<file path="src/rtl/uart_rx_fifo.sv">
// -----------------------------------------------------------------------------
// uart_rx_fifo
//
// Asynchronous serial receiver feeding a first-word-fall-through FIFO.
//
// The serial line is brought into the i_clk domain through a two-flop
// synchroniser. A baud-counter driven FSM samples the start bit at half a bit
// period, then every data, parity and stop bit at mid-bit. Good frames are
// pushed into a 2**LGFLEN deep FIFO whose head entry is always presented on
// o_data. Framing, parity and overrun problems raise sticky flags that stay
// set until i_clr_err.
//
// Parameters
//   CLOCKS_PER_BAUD  i_clk cycles per bit period (>= 8)
//   DATA_BITS        data bits per frame (5..8)
//   PARITY           0 none, 1 odd, 2 even
//   LGFLEN           log2 of FIFO depth
//
// Ports
//   i_clk         clock, all logic on its rising edge
//   i_rst_n       asynchronous active-low reset
//   i_uart_rx     serial input, idle high, asynchronous to i_clk
//   i_rd          pop the head entry (ignored when empty)
//   i_clr_err     clear all sticky error flags
//   o_data        head entry of the FIFO
//   o_empty_n     FIFO holds at least one entry
//   o_full        FIFO holds 2**LGFLEN entries
//   o_fill        current entry count
//   o_frame_err   sticky: stop bit sampled low
//   o_parity_err  sticky: parity bit mismatched
//   o_overrun     sticky: frame arrived while FIFO was full
// -----------------------------------------------------------------------------
module uart_rx_fifo #(
    parameter logic [23:0] CLOCKS_PER_BAUD = 24'd104,
    parameter int          DATA_BITS       = 8,
    parameter int          PARITY          = 0,
    parameter logic [3:0]  LGFLEN          = 4'd3
) (
    input  logic                 i_clk,
    input  logic                 i_rst_n,
    input  logic                 i_uart_rx,
    input  logic                 i_rd,
    input  logic                 i_clr_err,
    output logic [DATA_BITS-1:0] o_data,
    output logic                 o_empty_n,
    output logic                 o_full,
    output logic [LGFLEN:0]      o_fill,
    output logic                 o_frame_err,
    output logic                 o_parity_err,
    output logic                 o_overrun
);

    localparam int PTR_W  = int'(LGFLEN);
    localparam int FILL_W = PTR_W + 1;
    localparam int DEPTH  = 1 << PTR_W;

    // First sample lands mid start bit; later ones one full period apart.
    localparam logic [23:0]       HALF_BAUD    = CLOCKS_PER_BAUD >> 1;
    localparam logic [23:0]       FULL_BAUD_M1 = CLOCKS_PER_BAUD - 24'd1;
    localparam logic [3:0]        LAST_BIT     = 4'(DATA_BITS - 1);
    localparam logic [FILL_W-1:0] FULL_COUNT   = FILL_W'(DEPTH);
    localparam logic [FILL_W-1:0] ONE_ENTRY    = FILL_W'(1);
    localparam logic [PTR_W-1:0]  PTR_ONE      = PTR_W'(1);

    typedef enum logic [2:0] {
        IDLE,
        START,
        DATA,
        PAR,
        STOP,
        BREAK
    } rx_state_t;

    // -------------------------------------------------------------------------
    // Line synchroniser and edge history
    // -------------------------------------------------------------------------
    logic rx_meta;
    logic rx_sync;
    logic rx_prev;

    // NOTE: sequential state is always assigned with <= so every flop samples
    // the values from before the edge, independent of statement order.
    always_ff @(posedge i_clk or negedge i_rst_n) begin
        if (!i_rst_n) begin
            rx_meta <= 1'b1;
            rx_sync <= 1'b1;
            rx_prev <= 1'b1;
        end else begin
            rx_meta <= i_uart_rx;
            rx_sync <= rx_meta;
            rx_prev <= rx_sync;
        end
    end

    // -------------------------------------------------------------------------
    // Receiver FSM
    // -------------------------------------------------------------------------
    rx_state_t            state;
    logic [23:0]          baud_cnt;
    logic [3:0]           bit_cnt;
    logic [DATA_BITS-1:0] rx_shift;
    logic                 parity_bad;
    logic                 wr_pulse;
    logic                 baud_tick;

    assign baud_tick = (baud_cnt == 24'd0);

    always_ff @(posedge i_clk or negedge i_rst_n) begin
        if (!i_rst_n) begin
            state      <= IDLE;
            baud_cnt   <= 24'd0;
            bit_cnt    <= 4'd0;
            rx_shift   <= '0;
            parity_bad <= 1'b0;
            wr_pulse   <= 1'b0;
        end else begin
            wr_pulse <= 1'b0;
            case (state)
                IDLE: begin
                    if (rx_prev && !rx_sync) begin
                        state    <= START;
                        baud_cnt <= HALF_BAUD;
                    end
                end

                START: begin
                    if (!baud_tick) begin
                        baud_cnt <= baud_cnt - 24'd1;
                    end else if (!rx_sync) begin
                        state      <= DATA;
                        baud_cnt   <= FULL_BAUD_M1;
                        bit_cnt    <= 4'd0;
                        parity_bad <= 1'b0;
                    end else begin
                        // Line went back high before mid start bit: a glitch.
                        state <= IDLE;
                    end
                end

                DATA: begin
                    if (!baud_tick) begin
                        baud_cnt <= baud_cnt - 24'd1;
                    end else begin
                        // LSB arrives first, so shift in from the top.
                        rx_shift <= {rx_sync, rx_shift[DATA_BITS-1:1]};
                        baud_cnt <= FULL_BAUD_M1;
                        if (bit_cnt == LAST_BIT) begin
                            state <= (PARITY != 0) ? PAR : STOP;
                        end else begin
                            bit_cnt <= bit_cnt + 4'd1;
                        end
                    end
                end

                PAR: begin
                    if (!baud_tick) begin
                        baud_cnt <= baud_cnt - 24'd1;
                    end else begin
                        // Odd parity wants an odd total count of ones over
                        // data plus parity bit; even wants an even total.
                        if (PARITY == 1) begin
                            parity_bad <= ~(^rx_shift ^ rx_sync);
                        end else begin
                            parity_bad <= ^rx_shift ^ rx_sync;
                        end
                        baud_cnt <= FULL_BAUD_M1;
                        state    <= STOP;
                    end
                end

                STOP: begin
                    if (!baud_tick) begin
                        baud_cnt <= baud_cnt - 24'd1;
                    end else if (rx_sync) begin
                        wr_pulse <= !parity_bad;
                        state    <= IDLE;
                    end else begin
                        state <= BREAK;
                    end
                end

                BREAK: begin
                    // Wait out a held-low line so it is not taken as a start.
                    if (rx_sync) begin
                        state <= IDLE;
                    end
                end

                default: state <= IDLE;
            endcase
        end
    end

    // Error events are decided at the stop-bit sample.
    logic stop_tick;
    logic frame_evt;
    logic parity_evt;

    assign stop_tick  = (state == STOP) && baud_tick;
    assign frame_evt  = stop_tick && !rx_sync;
    assign parity_evt = stop_tick && rx_sync && parity_bad;

    // -------------------------------------------------------------------------
    // FIFO
    // -------------------------------------------------------------------------
    logic [DATA_BITS-1:0] mem [DEPTH];
    logic [PTR_W-1:0]     wr_ptr;
    logic [PTR_W-1:0]     rd_ptr;
    logic [PTR_W-1:0]     rd_ptr_nxt;
    logic [FILL_W-1:0]    fill;
    logic                 fifo_full;
    logic                 rd_ok;
    logic                 wr_ok;
    logic                 overrun_evt;

    assign fifo_full   = (fill == FULL_COUNT);
    assign rd_ptr_nxt  = rd_ptr + PTR_ONE;
    assign rd_ok       = i_rd && (fill != '0);
    // A read in the same cycle frees the slot a full FIFO needs.
    assign wr_ok       = wr_pulse && (!fifo_full || rd_ok);
    assign overrun_evt = wr_pulse && fifo_full && !rd_ok;

    // NOTE: the storage array has no reset; only pointers and count define
    // which entries are valid, so clearing the data would add nothing.
    always_ff @(posedge i_clk) begin
        if (wr_ok) begin
            mem[wr_ptr] <= rx_shift;
        end
    end

    always_ff @(posedge i_clk or negedge i_rst_n) begin
        if (!i_rst_n) begin
            wr_ptr <= '0;
            rd_ptr <= '0;
            fill   <= '0;
            o_data <= '0;
        end else begin
            if (wr_ok) begin
                wr_ptr <= wr_ptr + PTR_ONE;
            end
            if (rd_ok) begin
                rd_ptr <= rd_ptr_nxt;
            end

            case ({wr_ok, rd_ok})
                2'b10:   fill <= fill + ONE_ENTRY;
                2'b01:   fill <= fill - ONE_ENTRY;
                default: fill <= fill;
            endcase

            // Head register: follow the next entry after a pop, or take the
            // incoming byte when it becomes the head. Otherwise hold, which
            // keeps the last value visible once the FIFO drains.
            if (rd_ok) begin
                if (fill > ONE_ENTRY) begin
                    o_data <= mem[rd_ptr_nxt];
                end else if (wr_ok) begin
                    o_data <= rx_shift;
                end
            end else if (wr_ok && (fill == '0)) begin
                o_data <= rx_shift;
            end
        end
    end

    assign o_fill    = fill;
    assign o_full    = fifo_full;
    assign o_empty_n = (fill != '0);

    // -------------------------------------------------------------------------
    // Sticky error flags: a new event outranks a clear in the same cycle.
    // -------------------------------------------------------------------------
    always_ff @(posedge i_clk or negedge i_rst_n) begin
        if (!i_rst_n) begin
            o_frame_err  <= 1'b0;
            o_parity_err <= 1'b0;
            o_overrun    <= 1'b0;
        end else begin
            if (frame_evt) begin
                o_frame_err <= 1'b1;
            end else if (i_clr_err) begin
                o_frame_err <= 1'b0;
            end

            if (parity_evt) begin
                o_parity_err <= 1'b1;
            end else if (i_clr_err) begin
                o_parity_err <= 1'b0;
            end

            if (overrun_evt) begin
                o_overrun <= 1'b1;
            end else if (i_clr_err) begin
                o_overrun <= 1'b0;
            end
        end
    end

endmodule

</file>
<file path="config.mk">
export PLATFORM = sky130hd
export DESIGN_NAME = uart_rx_fifo
export DESIGN_NICKNAME = d
export VERILOG_FILES = /design/src/rtl/uart_rx_fifo.sv
export SDC_FILE = /design/constraint.sdc
export NUM_CORES = 1
export LEC_CHECK = 0
export CAP_MARGIN = 20
export CELL_PAD_IN_SITES_DETAIL_PLACEMENT = 0
export CELL_PAD_IN_SITES_GLOBAL_PLACEMENT = 2
export CORE_AREA = 2 2 124 126
export DETAILED_ROUTE_END_ITERATION = 8
export DIE_AREA = 0 0 126 128
export PLACE_DENSITY_LB_ADDON = 0.1
export SETUP_SLACK_MARGIN = 0.2
export SKIP_CTS_REPAIR_TIMING = 1
export SLEW_MARGIN = 10
export SYNTH_ARGS = -nofsm -noshare
export SYNTH_HDL_FRONTEND = slang
export SYNTH_SLANG_ARGS = --single-unit
</file>
<file path="constraint.sdc">
create_clock -name i_clk -period 2.94 [get_ports i_clk]
set_input_delay 0.294 -clock i_clk [delete_from_list [all_inputs] [get_ports i_clk]]
set_output_delay 0.294 -clock i_clk [all_outputs]
set_load 0.005 [all_outputs]
</file>
# Word-level counts from Yosys, hierarchy flattened
# Memory sizes are Yosys's and may differ from the RTL's.
# Cells that the tools add are included.
# op_classes
shifts	0
add_sub_neg	6
div_mod_pow	0
n_reduce_logical	35
n_bitwise	1
eq_ne	21
mux	39
magnitude_cmp	1
n_mul	0
# op_table
op	n
$mux 24	5
$pmux 24 s4	1
$mux 8	4
$logic_not 24->1	1
$mux 3	8
$sub 24x1->24 const B	1
$ne 2x2->1 const B	10
$pmux 3 s6	1
$mux 4	4
$pmux 4 s2	2
$reduce_bool 2->1	7
$mux 1	12
$logic_and 1x1->1	10
$add 4x1->4 const B	2
$reduce_and 4->1	2
$reduce_bool 4->1	2
$reduce_xor 8->1	1
$reduce_and 7->1	1
$add 3x1->3 const B	2
$eq 3x2->1 const B	2
$eq 3x3->1 const B	2
$reduce_and 5->1	1
$eq 4x3->1 const B	1
$eq 4x4->1 const B	1
other kinds (16)	20
# word_totals
reg_bits	65
elab_cells	120
input_bits	5
mem_count	1
out_inout_bits	17
rom_bits	0
latchBits	0
ramBits	64
# memory_table
memory	depth	word_bits	rd	rd_ports_with_merged_regs	wr	line	rtl
mem	8	8	1	0	1	206	logic [DATA_BITS-1:0] mem [DEPTH];

# Longest topological paths before layout
# logic_depth
word_depth	7
mapped_depth	10

# Worst setup path before layout
# Ideal clock, no wire load.
# synth_path
path_kind	reg-to-reg
startpoint	reg fill[0] (netlist: o_fill[0])
endpoint	mem mem[1][0], enable pin
path_stages_with_launch	8
t_required_ps	2557
path_buffers	0
setup_ps	383
arrival_ps	1939
slack_ps	617
path_cell_list	dfrtp_1 > inv_1 > ha_1 > nand2_1 > nor3_1 > nor2b_1 > nand2_1 > nor3_1
# synth_between
elab_chain_len	6
word_cells_on_any_way	8
classes_between	eq/ne (1); mux (2); reduce/logical (5)
# synth_lines
item	line	rtl
start, declared	210	logic [FILL_W-1:0] fill;
start signal, assigned	246	2'b10: fill <= fill + ONE_ENTRY;
start signal, assigned	247	2'b01: fill <= fill - ONE_ENTRY;
start signal, assigned	248	default: fill <= fill;
$eq 4x4->1 / $reduce_bool 4->1 (equally long branches)	216, 218	
$logic_not 1->1 / $logic_and 1x1->1 (equally long branches)	220, 218	
$logic_or 1x1->1 *	220	assign wr_ok = wr_pulse && (!fifo_full || rd_ok);
$logic_and 1x1->1 *	220	
$mux 1 *	226	if (wr_ok) begin
$mux 1 (implied by the code) *	227	mem[wr_ptr] <= rx_shift;
end, declared	206	
# Every way passes the cells marked *; elsewhere a longest branch is shown, timed or not.

# Worst setup path after layout
# layout_path
startpoint	reg fill[0] (netlist: o_fill[0])
endpoint	out o_empty_n
# layout_between
elab_chain_len	1
# layout_lines
item	line	rtl
$reduce_bool 4->1	268	assign o_empty_n = (fill != '0);
end, declared	45	output logic o_empty_n,
# No other way between the ends.

==> results.cfg <==
[status]
status = completed

[logic_synthesis]
synth-main-ff-cell = edfxtp_1
mappedNetlistNets = 501
synthCells = 488
post_synth_main_area_contributors = edfxtp_1 (31%), dfrtp_1 (25%), mux4_2 (5.8%)
ys_seq_elements = 129
yosysTopAreaCellShare_pct = 30.9
most_area_hungry_cell_type_in_the_yosys_netlist = edfxtp_1
netlist_area_sq_mm = 0.00621
synthesis.yosys.warnings = 0
syn_area_per_cell_sq_um = 12.7
synth.yosys.seq_area_share_pct = 57.2
synth-edff-count = 64
yosys.cell_types.count = 65
async_set_reset_flop_share_out_of_synthesis_pct = 50.4

[finish]
multi_input_comb_area_sq_mm = 0.00248
num-fill-cells = 1328
seq_area_sq_mm = 0.00355
finish.net_count = 539
layout.cells.most_common = edfxtp_1
most-common-layout-cells = edfxtp_1 (64), dfrtp_1 (62), nor2_1 (27)
area.growth.synth_to_final_pct = 17.3
fin_util_pct = 49.0
antenna_cells = 0
fraction_of_final_layout_cells_with_drive_strength_greater_than_1_pct = 21.2

[critical_path]
worst_path_slowest_cell = or3b_2
path_class = register to output pin
max_fo_critical_path = 6
crit_arrival_ns = 2.22
critical_path.startpoint_type = register
path_cells = inv_1 -> ha_1 -> or3b_2 -> clkdlybuf4s50_1
critPathMaxStageDelay_ns = 0.54
worst-path-buf-inv = 2
worst_setup_path_end_kind = output pin
timing.critical_path.max_delay_family = buffers and inverters
critical_path_required_ns = 2.65

[sta]
rsz_0062_raised_after_global_routing = true
fmax_ghz = 0.398
slew_viol_final = 0
totalNegativeSetupSlack_ns = 0
relSlewSlack_pct = 38.8
final.setup_skew_ns = 0.0105
min_period_ns = 2.51
tightest_slew_ns = 0.918
finalSetupViolCount = 0
number_of_failing_hold_endpoints_at_the_final_stage = 0
final_min_period_over_clock_period_pct = 85.4

[clock_tree]
cts_made_buffers = 17
cts.root.buffer_cell = clkbuf_16
cts.clk_slew.worst_paths_ns = 0.06
tritoncts = done
worst_skew_pair.late_latency_ns = 0.42
clk_path_buf_depth = 2
numClockSinks = 129
maximum_level_of_the_cts_h_tree = 4

[floorplan]
die_h_microns = 128
initial_core_util_pct = 41.8
placeableCoreArea_sq_mm = 0.0149
num_rows = 45
die_x_microns = 126
die_area_sq_mm = 0.0161
io_pins = 22

[global_routing]
maximum_number_of_pins_on_one_net_before_global_route_repair = 66
use_met2_pct = 30.4
top_usage_layer = met2
grt_pass1_wl_microns = 22400
first_global_vias = 4089
grt_use_met3_pct = 4.38
gr-usage-all-layers_pct = 18.0
initial_antenna_violation_count = 0
grt_use_met1_pct = 23.1
global_route.overflow_total = 0

[placed_design]
hpwlAfterDp_microns = 9150
port-buffer-count = 21
global_placer_s_final_weighted_congestion = 0.779

[power]
power.share.sequential_pct = 36.5
cell_internal_power_dissipation_mw = 4.37
p_per_area_mw_per_mm2 = 914
pwr-share-comb_pct = 31.4
max-vdd-ir-drop_uv = 512
power_leakage_nw = 2.75
clock_share_of_power_pct = 32.1
p_sw_mw = 2.29
power.share.switching_pct = 34.4
design_power_total_mw = 6.66

[route]
drcViolationCount = 0
drtAntennaViolNets = 0
vias_per_cell = 5.49
postRouteWirelength_microns = 13400
drt_pre_antenna_iters = 5
routed_length_per_instance_microns = 18.4
number_of_vias_in_the_routed_layout = 3989
drtIter0Drc = 282

[hold_path]
hold_class = input port to asynchronous set/reset pin

[run]
drv_cap = 0
cells by family after synthesis:
kind of cell | share of synthesized area, %
AND/OR/NAND/NOR | 14.8
flip-flops | 57.2
XOR/XNOR | 2.40
multiplexers | 9.57
buffers and inverters | 3.00
AO/OA/AOI/OAI | 11.5
adder cells (fa/ha/maj) | 1.61
registers in the layout (all words and copies together) (netlist names), 3 cells and up:
register,cells
baud_cnt,24
bit_cnt,4
mem,64
o_data,8
o_fill,4
rd_ptr,3
rx_shift,8
state,3
wr_ptr,3
final timing paths:
kind | from | end | slack (ns) | cells past startpoint
worst max-delay path | o_fill[0] | o_empty_n | 0.43 | 4
worst min-delay path | i_rst_n | o_data[5] | 0.04 | 2
worst max register to register | baud_cnt[0] | baud_cnt[0] | 0.48 | 7
worst min register to register | rx_meta | rx_sync | 0.36 | 0
max in group asynchronous | i_rst_n | baud_cnt[18] | 2.25 | 2
min in group i_clk | i_uart_rx | rx_meta | 0.29 | 1
power by group through the flow:
| stage | sequential [mW] | combinational [mW] | clock, mW |
|---|---|---|---|
| 2_1_floorplan | 2.39 | 1.54 | 0 |
| 5_1_grt | 2.48 | 2.32 | 2.27 |
| 3_3_place_gp | 2.46 | 2.11 | 0 |
| 6_report | 2.43 | 2.09 | 2.14 |
| 4_1_cts | 2.44 | 2.12 | 2.18 |
| 3_5_place_dp | 2.47 | 2.12 | 0 |
layer usage:
| layer | part of all wire [%] | vias up |
|---|---|---|
| met5 | 0 | - |
| met2 | 51 | 47 |
| met4 | 1.2 | 0 |
| li1 | - | 1952 |
| met3 | 2.6 | 13 |
| met1 | 46 | 1977 |
cells in the mapped netlist (all sizes together) (4+ instances only):
| library cell | instances |
|---|---|
| clkbuf | 11 |
| and2 | 4 |
| nor2b | 11 |
| buf | 11 |
| dfrtp | 62 |
| a211oi | 12 |
| or3 | 9 |
| nand3 | 10 |
| nor3 | 17 |
| mux2i | 11 |
| ha | 8 |
| o31ai | 9 |
| o21ai | 17 |
| nand2b | 5 |
| nand4 | 8 |
| edfxtp | 64 |
| a22o | 4 |
| nor4 | 9 |
| xnor2 | 14 |
| nand2 | 27 |
| inv | 16 |
| mux2 | 11 |
| mux4 | 16 |
| nor2 | 31 |
| a21oi | 34 |
| or4 | 8 |
| o211ai | 5 |
area by class of cell:
type / count / share of cell area (%)
Tap cell: 188 / 3.23
Multi-Input combinational cell: 321 / 34.1
Sequential cell: 129 / 48.8
Clock buffer: 17 / 5.84
Timing Repair Buffer: 41 / 4.88
Inverter: 16 / 0.824
Clock inverter: 15 / 2.37
through the flow:
stage	instance area, sq um	hold slack (ns)	setup slack, ns	std cells
floorplan	6210	-0.00159	0.617	488
global placement	6680	0.349	0.453	695
detailed placement	6680	0.352	0.377	695
CTS	7280	0.115	0.369	727
global route	7290	0.161	0.196	727
finish	7290	0.0371	0.430	727
(Power assumes the default switching activity.)
